==> config.mk <==
export PLATFORM = sky130hd
export DESIGN_NAME = duty_report_tx
export DESIGN_NICKNAME = d
export VERILOG_FILES = /design/src/rtl/siggen_pkg.sv /design/src/rtl/dt_bcd_serial.sv /design/src/rtl/duty_report_tx.sv
export SDC_FILE = /design/constraint.sdc
export NUM_CORES = 1
export LEC_CHECK = 0
export ABC_AREA = 1
export CAP_MARGIN = 10
export CORE_MARGIN = 5
export CORE_UTILIZATION = 60
export DETAILED_ROUTE_END_ITERATION = 10
export PLACE_DENSITY = 0.95
export RECOVER_POWER = 50
export SETUP_SLACK_MARGIN = 0.1
export SYNTH_ARGS = -nofsm -noshare
export SYNTH_HDL_FRONTEND = slang
export SYNTH_HIERARCHICAL = 1
export SYNTH_SLANG_ARGS = --single-unit
==> constraint.sdc <==
create_clock -name clk -period 4.5 [get_ports clk]
set_clock_uncertainty 0.2 [all_clocks]
set_input_delay 0.9 -clock clk [delete_from_list [all_inputs] [get_ports clk]]
set_output_delay 0.9 -clock clk [all_outputs]
set_load 0.02 [all_outputs]
==> src/rtl/siggen_pkg.sv <==
`default_nettype none
// ============================================================================
//  Module   : siggen_pkg
//  Purpose  : Shared definitions for the signal-generator reporting path:
//             ASCII constants, the report FSM state encoding, message
//             lengths and the BCD add-3 adjust helper.
//  Ports    : none (package)
//  Revision : 1.0  initial release
// ============================================================================
package siggen_pkg;

    localparam logic [7:0] CHAR_D     = 8'h44;
    localparam logic [7:0] CHAR_EQ    = 8'h3D;
    localparam logic [7:0] CHAR_PCT   = 8'h25;
    localparam logic [7:0] CHAR_CR    = 8'h0D;
    localparam logic [7:0] CHAR_LF    = 8'h0A;
    localparam logic [7:0] CHAR_SPACE = 8'h20;
    localparam logic [7:0] CHAR_ZERO  = 8'h30;

    // Message lengths in bytes with and without the trailing CR/LF.
    localparam int MSG_LEN_NL   = 8;
    localparam int MSG_LEN_NONL = 6;

    typedef enum logic [1:0] {
        ST_IDLE    = 2'd0,
        ST_CONVERT = 2'd1,
        ST_SEND    = 2'd2
    } state_t;

    // Double-dabble correction: any BCD nibble of 5 or more gets +3 so the
    // following left shift carries correctly into the next decade.
    function automatic logic [11:0] bcd_add3(input logic [11:0] bcd);
        logic [11:0] res;
        for (int i = 0; i < 3; i++) begin
            res[i*4 +: 4] = (bcd[i*4 +: 4] >= 4'd5) ? bcd[i*4 +: 4] + 4'd3
                                                    : bcd[i*4 +: 4];
        end
        return res;
    endfunction

endpackage
`default_nettype wire

==> src/rtl/dt_bcd_serial.sv <==
`default_nettype none
// ============================================================================
//  Module   : dt_bcd_serial
//  Purpose  : Sequential 8-bit binary to 3-digit BCD converter using
//             shift-add-3, one bit per clock, eight clocks per conversion.
//  Ports    : clk      - system clock
//             rst      - asynchronous active-high reset
//             load     - latch bin and clear the BCD register
//             bin      - binary value to convert
//             bcd      - {hundreds, tens, units}, final after the 8th shift
//             bcd_done - high in the cycle whose closing edge does the
//                        8th shift (lets the caller change state on that
//                        same edge)
//  Revision : 1.0  initial release
// ============================================================================
module dt_bcd_serial
    import siggen_pkg::*;
(
    input  logic        clk,
    input  logic        rst,
    input  logic        load,
    input  logic [7:0]  bin,
    output logic [11:0] bcd,
    output logic        bcd_done
);

    logic [7:0]  r_sr;
    logic [11:0] r_bcd;
    logic [2:0]  r_cnt;
    logic        r_run;
    logic [11:0] w_adj;

    assign w_adj = bcd_add3(r_bcd);

    always_ff @(posedge clk or posedge rst) begin
        if (rst) begin
            r_sr  <= 8'd0;
            r_bcd <= 12'd0;
            r_cnt <= 3'd0;
            r_run <= 1'b0;
        end else if (load) begin
            r_sr  <= bin;
            r_bcd <= 12'd0;
            r_cnt <= 3'd0;
            r_run <= 1'b1;
        end else if (r_run) begin
            r_bcd <= {w_adj[10:0], r_sr[7]};
            r_sr  <= {r_sr[6:0], 1'b0};
            r_cnt <= r_cnt + 3'd1;
            if (r_cnt == 3'd7) begin
                r_run <= 1'b0;
            end
        end
    end

    assign bcd      = r_bcd;
    assign bcd_done = r_run && (r_cnt == 3'd7);

endmodule
`default_nettype wire

==> src/rtl/duty_report_tx.sv <==
`default_nettype none
// ============================================================================
//  Module   : duty_report_tx
//  Purpose  : On start, latches the duty value, converts it to BCD and
//             streams "D=ddd%" (optionally followed by CR LF) over a
//             valid/ready byte interface to the UART transmitter.
//  Params   : NEWLINE    - 1 appends CR LF (8 bytes), 0 gives 6 bytes
//             ZERO_BLANK - 1 prints leading zero hundreds/tens as spaces
//  Ports    : clk, rst  - clock, asynchronous active-high reset
//             start     - report request, sampled only when idle
//             dt        - duty value, latched when start is accepted
//             tx_data   - current message byte (0 when not sending)
//             tx_valid  - tx_data is valid
//             tx_ready  - byte accepted when tx_valid && tx_ready
//             busy      - high from acceptance to the last handshake
//             done      - one-cycle pulse after the last byte is accepted
//  Revision : 1.0  initial release
// ============================================================================
module duty_report_tx
    import siggen_pkg::*;
#(
    parameter bit NEWLINE    = 1'b1,
    parameter bit ZERO_BLANK = 1'b0
) (
    input  logic       clk,
    input  logic       rst,
    input  logic       start,
    input  logic [7:0] dt,
    output logic [7:0] tx_data,
    output logic       tx_valid,
    input  logic       tx_ready,
    output logic       busy,
    output logic       done
);

    localparam logic [2:0] c_last_idx = NEWLINE ? 3'(MSG_LEN_NL - 1)
                                                : 3'(MSG_LEN_NONL - 1);

    state_t      r_state;
    state_t      w_next;
    logic [2:0]  r_idx;
    logic        r_done;
    logic        w_load;
    logic        w_hs;
    logic        w_last;
    logic [11:0] w_bcd;
    logic        w_bcd_done;
    logic [3:0]  w_hund;
    logic [3:0]  w_tens;
    logic [3:0]  w_units;
    logic        w_hund_blank;
    logic        w_tens_blank;
    logic [7:0]  w_byte;

    // The converter owns the latched copy of dt, so later changes on dt
    // cannot disturb a message in flight.
    dt_bcd_serial u_bcd (
        .clk      (clk),
        .rst      (rst),
        .load     (w_load),
        .bin      (dt),
        .bcd      (w_bcd),
        .bcd_done (w_bcd_done)
    );

    assign w_load = (r_state == ST_IDLE) && start;
    assign w_hs   = tx_valid && tx_ready;
    assign w_last = (r_idx == c_last_idx);

    always_ff @(posedge clk or posedge rst) begin
        if (rst) begin
            r_state <= ST_IDLE;
        end else begin
            r_state <= w_next;
        end
    end

    always_comb begin
        w_next   = r_state;
        tx_valid = 1'b0;
        busy     = 1'b0;
        case (r_state)
            ST_IDLE: begin
                if (start) begin
                    w_next = ST_CONVERT;
                end
            end
            ST_CONVERT: begin
                busy = 1'b1;
                if (w_bcd_done) begin
                    w_next = ST_SEND;
                end
            end
            ST_SEND: begin
                busy     = 1'b1;
                tx_valid = 1'b1;
                if (w_hs && w_last) begin
                    w_next = ST_IDLE;
                end
            end
            default: begin
                w_next = ST_IDLE;
            end
        endcase
    end

    // Byte index is zeroed on the edge that enters SEND and after the last
    // byte, so every message starts from byte 0 and reset state is 0.
    always_ff @(posedge clk or posedge rst) begin
        if (rst) begin
            r_idx  <= 3'd0;
            r_done <= 1'b0;
        end else begin
            r_done <= (r_state == ST_SEND) && w_hs && w_last;
            if ((r_state == ST_CONVERT) && w_bcd_done) begin
                r_idx <= 3'd0;
            end else if ((r_state == ST_SEND) && w_hs) begin
                r_idx <= w_last ? 3'd0 : r_idx + 3'd1;
            end
        end
    end

    assign done = r_done;

    assign w_hund       = w_bcd[11:8];
    assign w_tens       = w_bcd[7:4];
    assign w_units      = w_bcd[3:0];
    assign w_hund_blank = ZERO_BLANK && (w_hund == 4'd0);
    assign w_tens_blank = ZERO_BLANK && (w_hund == 4'd0) && (w_tens == 4'd0);

    always_comb begin
        w_byte = 8'h00;
        case (r_idx)
            3'd0: w_byte = CHAR_D;
            3'd1: w_byte = CHAR_EQ;
            3'd2: w_byte = w_hund_blank ? CHAR_SPACE : CHAR_ZERO + {4'd0, w_hund};
            3'd3: w_byte = w_tens_blank ? CHAR_SPACE : CHAR_ZERO + {4'd0, w_tens};
            3'd4: w_byte = CHAR_ZERO + {4'd0, w_units};
            3'd5: w_byte = CHAR_PCT;
            3'd6: w_byte = CHAR_CR;
            3'd7: w_byte = CHAR_LF;
            default: w_byte = 8'h00;
        endcase
    end

    // Driven from registered state/index only, so the byte cannot change
    // while waiting for tx_ready.
    assign tx_data = (r_state == ST_SEND) ? w_byte : 8'h00;

endmodule
`default_nettype wire

Yosys cells after proc, flatten, opt, wreduce, memory -nomap -nowiden. Index checks and enable logic that the tools add are counted. Widths: inputs -> output; s select.

Order comparisons: 3. Reduce and logical (&&, ||, !) cells: 13. Muxes and demuxes: 23. Equal/unequal tests: 13. Add/subtract/negate cells: 8.

Operators by type and width (count): $pmux 8 s8 (1); $mux 12 (2); $mux 8 (3); $add 6x4->7 const A (3); $mux 3 (6); $eq 3x3->1 const B (5); $ge 4x3->1 const B (3); $add 4x2->4 const B (2); $mux 4 (2); $logic_and 1x1->1 (7); $add 3x1->3 const B (2); $eq 3x2->1 const B (2); $mux 2 (3); $ne 2x2->1 const B (3); $pmux 2 s3 (1); $mux 1 (5); $reduce_bool 2->1 (2); $add 3x2->3 const B (1); $eq 3x1->1 const B (1); $logic_not 3->1 (1); $reduce_and 3->1 (1); $eq 2x1->1 const B (1); $eq 2x2->1 const B (1); $logic_not 2->1 (1); $reduce_or 2->1 (1).

Output and inout port bits: 11. Bits of input ports: 12. Bits in registers: 30.

Logic depth before layout (Yosys ltp). Gate-level depths: netlist of the first run.

Word-level depth: 6. Mapped depth: 11. Depth with buffers taken out: 11.

Cells and area by module. The synthesis of the first run kept the hierarchy.

By module, submodules not included: dt_bcd_serial (area each 1326.3 µm², cells an instance 155, seq. area each 600.6 µm², instances 1); duty_report_tx (area each 646.9 µm², cells an instance 102, seq. area each 150.1 µm², instances 1).

Worst setup path after synthesis of the first run. No wires, ideal clock.

Kind: register to output. Start: register r_state[0]. End: output port tx_data[1]. Setup slack: 2.038 ns. Cell stages (with the launch flop): 5. Data required time: 3.400 ns. Arrival: 1.362 ns. Cells stage by stage: dfrtp_1 > inv_1 > ha_1 > inv_1 > a21oi_1.

Word-level cells in the longest chain between the ends: 2.

Ends and longest elaborated chain: start: declaration (RTL line duty_report_tx.sv:39) `state_t r_state;`; start signal: assignment (RTL line duty_report_tx.sv:74) `r_state <= w_next;`; $eq 2x2->1 (RTL line duty_report_tx.sv:148) `assign tx_data = (r_state == ST_SEND) ? w_byte : 8'h00;`; $mux 8 (RTL line duty_report_tx.sv:148); end: declaration (RTL line duty_report_tx.sv:29) `output logic [7:0] tx_data,`.

Every way passes these cells.

Worst setup path in the final report of the first run.
Start: register r_idx[0]. End: output port tx_data[2].

Word-level cells in the longest chain between the ends: 3. Elaborated cells on any way between the ends: 10. Classes of those cells: 7 x eq/ne; 2 x mux; 1 x reduce/logical.

Ends and longest elaborated chain: start: declaration (RTL line duty_report_tx.sv:41) `logic [2:0] r_idx;`; start signal: assignment (RTL line duty_report_tx.sv:118) `r_idx <= w_last ? 3'd0 : r_idx + 3'd1;`; $eq 3x3->1 (tied with other cells) (RTL line duty_report_tx.sv:133) `case (r_idx)`; $pmux 8 s8 (*) (RTL line duty_report_tx.sv:133); $mux 8 (*) (RTL line duty_report_tx.sv:148).

Mark *: on every way between the ends. The rest lies on a longest branch, timed or not. The select of a mux whose other input is x is not followed.

==> results of run 1 <==
## cell usage after synthesis (4+ instances only)
cell / number / area (µm²)
a21oi_1: 10 / 50.1
inv_1: 38 / 143
o21ai_0: 5 / 25.0
inv_2: 4 / 15.0
nand4_1: 6 / 37.5
buf_6: 4 / 45.0
dfrtp_1: 30 / 751
o221ai_1: 5 / 43.8
nand2_1: 85 / 319
nor2_1: 14 / 52.6
nand3_1: 16 / 80.1
ha_1: 19 / 238
## worst max-delay path, stage by stage, from the launching register on
cell and delay [ns]:
dfrtp_1 0.43, ha_1 0.24, ha_1 0.24, inv_1 0.09, nand2_2 0.07, nor2_2 0.12, nand3_2 0.08, nand2_1 0.07
clkdlybuf4s50_1 0.60
## report_power, final
| group | switching (W) | total [W] | internal (W) |
|---|---|---|---|
| Combinational | 0.000546 | 0.000890 | 0.000344 |
| Sequential | 0.000115 | 0.000503 | 0.000388 |
| Clock | 0.000102 | 0.000177 | 0.0000750 |
## kinds of logic (layout without fill, tap and decap cells)
family	after synthesis	after routing
and+or+nand+nor	127	127
AOI/OAI and AO/OA	31	31
buffers and inverters	49	73
other	1	1
adders and majority gates	19	19
DFF	30	30
## stage by stage
step                      setup WS (ns)  instance area, µm²  utilization, %
after detailed placement           1.51                2190            70.4
after CTS                          1.12                2250            72.5
after global placement             1.58                2190            70.4
after floorplan                    2.04                1970               -
after global routing              0.984                2240            72.3
final                              1.13                2240            72.3
## area by class of cell
class / instances / area share [%]
tap: 44 / 2.46
sequential: 30 / 33.5
clock buffer: 6 / 2.29
inverter: 44 / 7.53
timing repair buffer: 21 / 9.38
clock inverter: 2 / 0.558
multi-input combinational: 178 / 44.3
## registers in the layout, indices dropped and copies added (netlist names)
name,flops
done,1
r_idx,3
r_state,2
u_bcd/r_sr,8
u_bcd/r_run,1
u_bcd/bcd,12
u_bcd/r_cnt,3
## worst paths after layout
| kind | to | start | cells past startpoint | slack, ns |
|---|---|---|---|---|
| max in group asynchronous | u_bcd/r_cnt[1] | rst | 2 | 2.56 |
| max reg2reg | u_bcd/r_cnt[1] | r_state[0] | 8 | 2.03 |
| min | u_bcd/r_sr[0] | u_bcd/r_sr[0] | 2 | 0.29 |
| max | tx_data[2] | r_idx[0] | 8 | 1.13 |
| min reg2reg | u_bcd/r_sr[0] | u_bcd/r_sr[0] | 2 | 0.29 |
| min in group asynchronous | r_idx[2] | rst | 2 | 0.72 |
## routing by layer
metal	wire, µm	track usage (%)	vias up
met5	0	0	-
met4	129	12.9	0
met3	192	3.83	11
met2	1980	34.4	47
met1	1800	25.2	764
li1	-	-	865
==> impl_results.md, run 1 <==
- Die height: 67.3 µm
- Io pins: 23
- Compound-gate portion of the synthesized area: 10.7%
- Register area: 751 µm²
- Reg clk slew, reported paths: 0.10 ns
- Vias post-DR: 1,687
- Period utilization: 74.9%
- Area of the multi-input gates: 993 µm²
- Slew Viols, Final: 0
- Placed cell count: 317
- Crit-path max FO: 5
- Drt first pass iters: 4
- Drt drc: 0
- Mapped Nets: 288
- Number of DRC markers in iteration 0: 196
- Largest family of logic cells by synthesized area: simple AND/OR/NAND/NOR gates
- First-pass GRT wire length: 6990 µm
- Die footprint: 4540 µm²
- Num rows: 20
- Relative slew slack: 41.2%
- Post-synthesis mux area share: 0%
- Hold slack: 0.286 ns
- Nature of the critical path startpoint: register
- Minimum clock period: 3.37 ns
- Synth Area in Simple Gates: 27.6%
- Initial antenna violation count: 0
- Post-cts resize count: 0
- Initial Util: 63.6%
- Adder-Cell Fraction of Synth Area: 12.0%
- Non-filler cells, final: 325
- Drt via density: 5.19
- Post-CTS Setup Bufs: 0
- Post-DR wirelength/cell: 12.6 µm
- Final hold vios: 0
- Synth warn: 6
- Total track usage: 20.9%
- Cell Pwr Density: 700 nW/µm²
- Area Growth Syn to Fin: 13.6%
- Fmax: 297 MHz
- Critical Path RT: 3.40 ns
- Crit end category: primary output
- RSZ-0062 raised after global routing: false
- Tightest Pin Transition: 0.882 ns
- Top_reg_cell synth: dfrtp_1
- Vias in the first global route: 1,625
- Sequential fraction of the synthesis area: 38.0%
- Clk buf depth: 2
- Largest net degree at the start of global routing: 25
- Arrival @ worst endpoint: 2.27 ns
- Layout cell share with drive strength beyond 1: 8.19%
- Total overflow reported by the global router: 0
- Cts bufs inserted: 5
- Synth Cell Area: 1970 µm²
- IO buf count: 21
- CTS sink count: 30
- # setup viols final: 0
- Most frequent cells in the layout: 85 x nand2_1, 38 x inv_1, 30 x dfrtp_1
- Total Nets Final: 311
- P_leak: 1.19 nW
- Cells after synthesis: 257
- Async SR Flop Fraction: 100%
- Syn Area/Cell: 7.68 µm²
- Routed Antenna Nets: 0
- Status: finished clean
- Worst hold path type: register to register
- Final wirelength: 4110 µm
- RePlAce Congestion: 0.909
- Root Buffer: clkbuf_4
- Core ar.: 3100 µm²
- Hold Buf Count CTS: 0
- Setup CP Type: register to primary output
- Max_cap viols: 0
- Maximum vdd drop: 0.396 mV
- EDFF count, synth: 0
- Most common cell after layout, fill and taps aside: nand2_1
- CTS tree: done
- DP HPWL: 3030 µm
- # H-tree levels: 2
- Power Total: 0.00157 W
- Antenna fix cells: 0
- Post-Synth XOR/XNOR Area: 0%
- Die Wd: 67.3 µm
- FF+latch count, synth: 30
- Distinct cells, synth: 26
- Setup TNS: 0 ns
- Skew-Pair Late Insertion Delay: 0.34 ns
- Fillers: 240
No activity file was read; power rests on OpenSTA's default activity.
==> inputs of run 2 (changes only) <==
CORE_UTILIZATION = 56   (was 60)
PLACE_DENSITY = 0.91   (was 0.95)
clock period = 3.35 ns   (was 4.5 ns; I/O delays follow)
==> impl_results.md, run 2 (synthesized netlist as in run 1, its figures left out) <==
- Status: finished clean
- Max reg flops: 12 (unchanged)
- CP Buf/Inv Count: 2 (unchanged)
- Register area: 751 µm² (unchanged)
- Num rows: 21 (+5.0%)
- Setup TNS: 0 ns (unchanged)
- Drt via density: 5.35 (+3.2%)
- R2R cell count: 8 (unchanged)
- Cell repeated most along the worst path: ha_1
- Largest net degree at the start of global routing: 25 (unchanged)
- # H-tree levels: 2 (unchanged)
- CTS tree: done
- Max_cap viols: 0 (unchanged)
- Cell count of the worst hold path: 2 (unchanged)
- Critical-path top delay cell: clkdlybuf4s50_1
- Total overflow reported by the global router: 0 (unchanged)
- Vias in the first global route: 1,717 (+5.7%)
- Layout cell share with drive strength beyond 1: 8.19% (unchanged)
- Relative slew slack: 39.3% (-1.9 points)
- Tightest Pin Transition: 0.910 ns (+0.0282 ns)
- Arrival @ worst endpoint: 2.24 ns (-0.03 ns)
- CP peak stage delay: 0.61 ns (about the same)
- Initial Util: 58.7% (-4.9 points)
- Vias post-DR: 1,751 (+3.8%)
- Drt drc: 0 (unchanged)
- Die footprint: 4810 µm² (+6.1%)
- WP depth: 8 (unchanged)
- Cell Pwr Density: 940 nW/µm² (+34%)
- Reg clk slew, reported paths: 0.09 ns (about the same)
- Final wirelength: 4130 µm (+0.54%)
- Die height: 69.4 µm (+3.0%)
- Fmax: 322 MHz
- Worst hold path type: register to register
- Core ar.: 3360 µm² (+8.4%)
- Crit-path max FO: 5 (unchanged)
- First-pass GRT wire length: 7310 µm (+4.7%)
- Skew-Pair Late Insertion Delay: 0.34 ns (about the same)
- Hold Buf Count CTS: 0 (unchanged)
- Total Nets Final: 311 (unchanged)
- RePlAce Congestion: 0.890 (-2.1%)
- Setup CP Type: register to primary output
- Area of the multi-input gates: 996 µm² (+0.25%)
- Number of DRC markers in iteration 0: 167 (-15%)
- Area Growth Syn to Fin: 13.7% (about the same)
- Die Wd: 69.4 µm (+3.0%)
- Root Buffer: clkbuf_4
- Period utilization: 92.7%
- Critical Path RT: 2.48 ns (-0.92 ns)
- DP HPWL: 3090 µm (+2.1%)
- Initial antenna violation count: 0 (unchanged)
- R2r setup slk: 0.95 ns (-1.08 ns)
- Minimum clock period: 3.11 ns
- Top delay family on crit path: buffers and inverters
- Drt first pass iters: 4 (unchanged)
- # setup viols final: 0 (unchanged)
- Io pins: 23 (unchanged)
- Total track usage: 18.6% (-2.3 points)
- Final hold vios: 0 (unchanged)
- Nature of the critical path startpoint: register
- Fin util: 66.7% (-5.6 points)
- Crit end category: primary output
- IO buf count: 21 (unchanged)
- Antenna fix cells: 0 (unchanged)
- Slew Viols, Final: 0 (unchanged)
- Clk buf depth: 2 (unchanged)
- Cts bufs inserted: 5 (unchanged)
- Fillers: 298 (+24%)
- CTS sink count: 30 (unchanged)
- Most common cell after layout, fill and taps aside: nand2_1
- RSZ-0062 raised after global routing: false
- P_leak: 1.19 nW (about the same)
- Routed Antenna Nets: 0 (unchanged)
- Most frequent cells in the layout: 85 x nand2_1, 38 x inv_1, 30 x dfrtp_1
- Maximum vdd drop: 0.475 mV (+20%)
- Post-DR wirelength/cell: 12.6 µm (about the same)
- CP cell instances: ha_1 > ha_1 > inv_1 > nand2_2 > nor2_2 > nand3_2 > nand2_1 > clkdlybuf4s50_1
run 2: cell types whose count changed in the layout (fill, tap and decap cells not counted):
cell / change
clkbuf_1: +1
ha_1: -1
ha_2: +1
clkdlybuf4s50_1: +1
dlygate4sd3_1: -1
clkinvlp_4: -1
run 2: path summary, 6_finish.rpt:
kind                               start        endpoint
setup / recovery                r_idx[0]      tx_data[2]
setup reg to reg              r_state[0]  u_bcd/r_cnt[2]
hold reg to reg            u_bcd/r_sr[0]   u_bcd/r_sr[0]
min in group asynchronous            rst            done
max in group asynchronous            rst   u_bcd/r_sr[0]
hold / removal             u_bcd/r_sr[0]   u_bcd/r_sr[0]
run 2: layout make-up:
type / count / area share (%)
multi-input cells: 178 / 44.4
repair buffers: 21 / 9.37
well taps: 46 / 2.57
flip-flops and latches: 30 / 33.5
clock buffers: 7 / 2.45
clock inverters: 1 / 0.223
inverters: 44 / 7.53
run 2: worst min-delay path: cells and delay by family (launching register included):
kind | cells | cell delay (ns)
and+or+nand+nor | 2 | 0.10
DFF | 1 | 0.36
run 2: per-stage QoR:
stage | hold slack [ns] | total power, W | setup WS, ns | area, µm² | instances
after global placement | 0.259 | 0.00182 | 0.659 | 2190 | 319
after global routing | 0.316 | 0.00232 | 0.117 | 2240 | 327
after CTS | 0.290 | 0.00212 | 0.227 | 2250 | 327
after detailed placement | 0.268 | 0.00188 | 0.602 | 2190 | 319
final | 0.286 | 0.00211 | 0.245 | 2240 | 327
after floorplan | 0.243 | 0.00160 | 1.12 | 1970 | 257
run 2: metal layers:
metal	share of wire, %	wire length [µm]	up-vias	global-route usage, %
li1	-	-	867	-
met1	44	1810	806	22.1
met2	49	2010	66	31.4
met3	5.4	222	12	3.62
met4	2.1	87	0	9.98
met5	0	0	-	0
run 2: repair_timing:
item | 4_1_cts | 5_1_grt
endpoints found under the hold margin | 0 | 0
endpoints found under the setup margin | 0 | 1
resized for setup | 0 | 1
buffers inserted | 0 | 0
run 2: report_power, final:
part           switching (W)  internal [W]
logic               0.000734      0.000464
registers           0.000159      0.000521
clock network       0.000129      0.000102
total                0.00102       0.00109
==> inputs of run 3 (changes only) <==
GPL_ROUTABILITY_DRIVEN = 0   (was unset)
==> results of run 3 <==
The final DEF is identical to that of run 2; final timing and power are the same.
